**config.mk**
```make
export PLATFORM = sky130hd
export DESIGN_NAME = rv32_mem_stage
export DESIGN_NICKNAME = d
export VERILOG_FILES = /design/src/rtl/rv32_mem_stage.sv
export SDC_FILE = /design/constraint.sdc
export NUM_CORES = 1
export LEC_CHECK = 0
export CORE_MARGIN = 2
export CORE_UTILIZATION = 53
export DETAILED_ROUTE_END_ITERATION = 8
export GPL_TIMING_DRIVEN = 0
export PLACE_DENSITY = 0.87
export REMOVE_ABC_BUFFERS = 1
export SYNTH_ARGS = -nofsm -noshare
export SYNTH_HDL_FRONTEND = slang
export SYNTH_SLANG_ARGS = --single-unit
```
**constraint.sdc**
```tcl
create_clock -name clk -period 7.4 [get_ports clk]
set_clock_uncertainty 0.05 [all_clocks]
set_input_delay 1.85 -clock clk [delete_from_list [all_inputs] [get_ports clk]]
set_output_delay 1.85 -clock clk [all_outputs]
set_load 0.05 [all_outputs]
```
**src/rtl/rv32_mem_stage.sv**
```systemverilog
// rv32_mem_stage: pipeline memory stage driving a req/gnt/rvalid data bus,
// aligning load data, generating store byte enables and registering the writeback entry.
package rv32_mem_pkg;
  localparam logic [31:0] RV_NOP = 32'h0000_0013;
  typedef enum logic [3:0] {
    MEM_NONE, MEM_LB, MEM_LH, MEM_LW, MEM_LBU, MEM_LHU, MEM_SB, MEM_SH, MEM_SW
  } mem_op_e;
  typedef struct packed {
    mem_op_e    mem_op;
    logic       reg_write;
    logic [4:0] rd;
  } decoded_instr_t;
  typedef struct packed {
    logic [31:0]    instr;
    logic [31:0]    pc;
    decoded_instr_t decoded_instr;
    logic [31:0]    mem_addr;
    logic [31:0]    wb_result;
  } exec_mem_buffer_t;
  typedef struct packed {
    logic [31:0]    instr;
    logic [31:0]    pc;
    decoded_instr_t decoded_instr;
    logic [31:0]    wb_result;
  } mem_wb_buffer_t;
  function automatic decoded_instr_t create_nop_ctrl();
    create_nop_ctrl = '{mem_op: MEM_NONE, reg_write: 1'b0, rd: 5'd0};
  endfunction
endpackage

module rv32_mem_stage
  import rv32_mem_pkg::*;
#(
  parameter int unsigned RESP_TIMEOUT = 16
) (
  input  logic             clk,
  input  logic             resetn,
  input  exec_mem_buffer_t exec_mem_buff,
  input  logic             stop,
  output mem_wb_buffer_t   mem_wb_buff,
  output logic             mem_stall,
  output logic             dmem_req,
  output logic             dmem_we,
  output logic [3:0]       dmem_be,
  output logic [31:0]      dmem_addr,
  output logic [31:0]      dmem_wdata,
  input  logic             dmem_gnt,
  input  logic             dmem_rvalid,
  input  logic [31:0]      dmem_rdata,
  output logic             misaligned,
  output logic             bus_error
);
  localparam logic [1:0] IDLE = 2'd0, WAIT_RESP = 2'd1, DONE = 2'd2;
  localparam mem_wb_buffer_t NOP_WB = '{instr: RV_NOP, pc: 32'd0, decoded_instr: create_nop_ctrl(), wb_result: 32'd0};
  logic [1:0]     state_q, state_d;
  logic [31:0]    cnt_q, cnt_d;
  mem_wb_buffer_t res_q, res_d, mem_wb_q;
  logic           res_err_q, res_err_d, mis_q, berr_q;
  mem_op_e        op;
  logic [1:0]     off;
  logic [31:0]    wb_in, shifted, load_val;
  logic           is_b, is_h, is_w, is_store, mis, go, timeout;
  assign op       = exec_mem_buff.decoded_instr.mem_op;
  assign off      = exec_mem_buff.mem_addr[1:0];
  assign wb_in    = exec_mem_buff.wb_result;
  assign is_b     = op inside {MEM_LB, MEM_LBU, MEM_SB};
  assign is_h     = op inside {MEM_LH, MEM_LHU, MEM_SH};
  assign is_w     = op inside {MEM_LW, MEM_SW};
  assign is_store = op inside {MEM_SB, MEM_SH, MEM_SW};
  assign mis      = (is_h && off[0]) || (is_w && off != 2'd0);
  assign go       = (is_b || is_h || is_w) && !mis;
  assign dmem_req   = state_q == IDLE && go;
  assign mem_stall  = dmem_req || state_q == WAIT_RESP;
  assign dmem_we    = is_store;
  assign dmem_addr  = {exec_mem_buff.mem_addr[31:2], 2'b00};
  assign dmem_be    = is_b ? 4'b0001 << off : is_h ? (off[1] ? 4'b1100 : 4'b0011) : 4'b1111;
  assign dmem_wdata = is_b ? {4{wb_in[7:0]}} : is_h ? {2{wb_in[15:0]}} : wb_in;
  assign shifted  = dmem_rdata >> {off, 3'b000};
  assign load_val = op == MEM_LB  ? {{24{shifted[7]}}, shifted[7:0]} :
                    op == MEM_LH  ? {{16{shifted[15]}}, shifted[15:0]} :
                    op == MEM_LBU ? {24'd0, shifted[7:0]} :
                    op == MEM_LHU ? {16'd0, shifted[15:0]} : dmem_rdata;
  // cnt_q counts completed WAIT_RESP cycles, so this fires on the RESP_TIMEOUT-th silent cycle
  assign timeout  = RESP_TIMEOUT != 0 && cnt_q + 32'd1 == 32'(RESP_TIMEOUT);
  always_comb begin
    state_d   = state_q;
    cnt_d     = cnt_q;
    res_d     = res_q;
    res_err_d = res_err_q;
    if (state_q == IDLE) begin
      state_d = go && dmem_gnt ? WAIT_RESP : IDLE;
      cnt_d   = 32'd0;
    end else if (state_q == WAIT_RESP) begin
      cnt_d = cnt_q + 32'd1;
      if (dmem_rvalid || timeout) begin
        state_d   = DONE;
        res_err_d = !dmem_rvalid;
        res_d     = '{instr: exec_mem_buff.instr, pc: exec_mem_buff.pc,
                      decoded_instr: dmem_rvalid ? exec_mem_buff.decoded_instr : create_nop_ctrl(),
                      wb_result: dmem_rvalid && !is_store ? load_val : wb_in};
      end
    end else begin
      state_d = stop ? DONE : IDLE;
      cnt_d   = 32'd0;
    end
  end
  always_ff @(posedge clk) begin
    if (!resetn) begin
      state_q   <= IDLE;
      cnt_q     <= 32'd0;
      res_q     <= NOP_WB;
      res_err_q <= 1'b0;
      mem_wb_q  <= NOP_WB;
      mis_q     <= 1'b0;
      berr_q    <= 1'b0;
    end else begin
      state_q   <= state_d;
      cnt_q     <= cnt_d;
      res_q     <= res_d;
      res_err_q <= res_err_d;
      if (state_q == IDLE && !go && !stop) begin
        mem_wb_q <= '{instr: exec_mem_buff.instr, pc: exec_mem_buff.pc,
                      decoded_instr: mis ? create_nop_ctrl() : exec_mem_buff.decoded_instr,
                      wb_result: wb_in};
        mis_q    <= mis;
        berr_q   <= 1'b0;
      end else if (state_q == DONE && !stop) begin
        mem_wb_q <= res_q;
        mis_q    <= 1'b0;
        berr_q   <= res_err_q;
      end
    end
  end
  assign mem_wb_buff = mem_wb_q;
  assign misaligned  = mis_q;
  assign bus_error   = berr_q;
endmodule
```
==> impl_metrics.tcl, run 1 <==
set metrics [dict create \
    status "completed" \
    path_delay_family "buffers and inverters" \
    worst-endpoint-arrival_ps 5140 \
    synth.most_common_cell "nand2_1" \
    avgSynthCellArea_um2 8.63 \
    start_kind "primary input" \
    period_share_pct 95.1 \
    via_count 11957 \
    insertion_delay_ps 530 \
    cts_buffers 26 \
    cts_setup_buffers 0 \
    cp_data_required_time_ps 5500 \
    syn_inst 1487 \
    path_max_fanout 30 \
    grt_overflow 0 \
    layout-drive-gt1-share_pct 5.67 \
    crit_path_frequent_cell "clkdlybuf4s50_1" \
    postRouteAntennaNets 0 \
    wl_per_cell_um 20.3 \
    slew_headroom_pct 16.2 \
    wirelength_um 40800 \
    ys_types 61 \
    final_util_pct 70.6 \
    grt_usage_pct 30.5 \
    power.density_nw_per_um2 220 \
    drt_pass1_iterations 6 \
    ctsLongestPathBuffers 3 \
    irDropWorstVdd_uv 147 \
    finalHoldViolations 0 \
    route.detailed.drc 0 \
    netlist_top_cells_count "nand2_1, dfxtp_1, mux2i_1" \
    netlist.area_leader.share_pct 38.8 \
    num_rows 56 \
    port_buffers 291 \
    antenna_found_initial 3 \
    synth_seq_cells 249 \
    finalSetupViolations 0 \
    power_mw 3.66 \
    design_area_um2 16700 \
    ys_warn_count 0 \
    dieArea_um2 25500 \
    netlist_top_cells_area "dfxtp_1, mux2i_1, nand2_1" \
    gp_congestion 0.860 \
    crit_buf_inv 3 \
    io_pins 354 \
    ys.flop_type "dfxtp_1" \
    cts.repair.resized 0 \
    hold_class "flip-flop to flip-flop" \
    die_w_um 160 \
    ctsHoldBuffers 0 \
    cts_tree "built" \
    pre_cts_ws_ps 257 \
    path_clk_slew_ps 60 \
    crit_chain "clkdlybuf4s50_1 > clkinv_1 > and2_1 > a21oi_1 > clkdlybuf4s50_1" \
    grt_max_degree 179 \
    finalWorstSetupSlack_ps 359 \
    vias_per_cell 5.93 \
    tightest_slew_ps 1260 \
    async_reset_ff_share_pct 0 \
    start_util_pct 54.4 \
    min_period_ps 7040 \
    first_iter_violations 1229 \
    grt_pass1_vias 11539 \
    die_h_um 160 \
    fmax_mhz 142 \
    num-nets-final 1851 \
    tns_ps 0 \
    core-area_um2 23600 \
    h-tree-depth 1 \
    maxCapViolations 0 \
    yosysSeqAreaShare_pct 38.8 \
    cts_root_buf "clkbuf_16" \
    area_delta_synth_final_pct 30.0 \
    grt_pass1_wl_um 63200 \
    placed_cell_area_um2 15800 \
    cpPeakStageDelay_ps 1280 \
    finalMaxSlewViolations 0 \
    rsz0062_at_grt "no" \
    place.detailed.hpwl_um 28100 \
    power.leakage_nw 7.52 \
    synth_edf_count 0 \
    clock_sinks 249 \
    yosysTopAreaCell "dfxtp_1" \
    crit_slowest_cell "clkdlybuf4s50_1" \
    syn-cell-area_um2 12800 \
    path_class "primary input to output port" \
    worstSetupEndpointType "output port" \
]
## where the power goes
part | switching, mW | leakage, nW | internal, mW | total (mW)
sequential | 0.0393 | 2.03 | 1.41 | 1.45
clock | 0.537 | 0.433 | 0.807 | 1.34
combinational | 0.540 | 5.06 | 0.328 | 0.868
total | 1.12 | 7.52 | 2.55 | 3.66
## tightest hold or removal path, cell delays in order, from the launching register on
cell,delay [ps]
dfxtp_1,310
nand2_1,50
mux2i_1,50
## sequential cells by signal, indices dropped and copies added (netlist names)
name and flops:
cnt_q 32, misaligned 1, res_err_q 1, state_q 2
res_q 106, mem_wb_buff 106, bus_error 1
## metal layers
metal | GRT usage, % | vias to the layer above | share of wire [%]
met5 | 3.60 | - | 0.24
met4 | 10.2 | 2 | 3.1
met3 | 10.8 | 106 | 11
met2 | 48.8 | 585 | 45
met1 | 37.9 | 5697 | 41
li1 | - | 5567 | -
## per-stage QoR
step | hold slack, ps | instances
after floorplan | 388 | 1328
after global placement | 394 | 1938
after detailed placement | 404 | 1963
after CTS | 414 | 2010
after global routing | 434 | 2015
final | 411 | 2015
## layout by cell type (no fill, tap or decap), types with 13 or more instances in the layout
master           Yosys  final
o221ai_1            25     25
nand3_1             18     18
o21ai_0             44     44
o211a_1            101    101
nand2_1            358    357
dfxtp_1            249    249
clkdlybuf4s50_1      0    290
xnor2_1             22     22
nand4_1             19     19
a21oi_1             21     20
xor2_1              13     13
mux2i_1            205    205
and3_1              26     26
buf_6                7     17
and2_1              19     19
clkbuf_16            0     27
nor2_1              65     64
## area by class of cell
class / count / area, µm²
multi-input cells: 1068 / 7040
fillers: 1712 / 6930
flip-flops and latches: 249 / 4980
repair buffers: 318 / 3340
clock buffers: 42 / 802
well taps: 319 / 399
clock inverters: 5 / 75.1
inverters: 11 / 41.3
diodes: 3 / 7.51
## cells by family after synthesis
group | count (synthesis) | share of synthesized area (%)
AND/OR/NAND/NOR | 561 | 19.2
AO/OA/AOI/OAI | 253 | 15.8
flip-flops | 249 | 38.8
multiplexers | 215 | 16.9
buffers and inverters | 171 | 6.65
XOR/XNOR | 35 | 2.39
adder cells (fa/ha/maj) | 2 | 0.195
other | 1 | 0.0292
## worst paths after layout
kind / depth (start not counted) / end / slack [ps] / from
setup / recovery: 5 / dmem_be[2] / 360 / exec_mem_buff[33]
hold / removal: 2 / res_q[31] / 410 / res_q[31]
setup reg to reg: 12 / res_q[2] / 2940 / cnt_q[0]
hold reg to reg: 2 / res_q[31] / 410 / res_q[31]
Power figures use the tool's default switching activity.
==> run 2, diff against run 1 <==
Settings changed: SKIP_CTS_REPAIR_TIMING from default to 1.
==> results of run 2 <==
The final DEF is identical to that of run 1; final timing and power are the same.
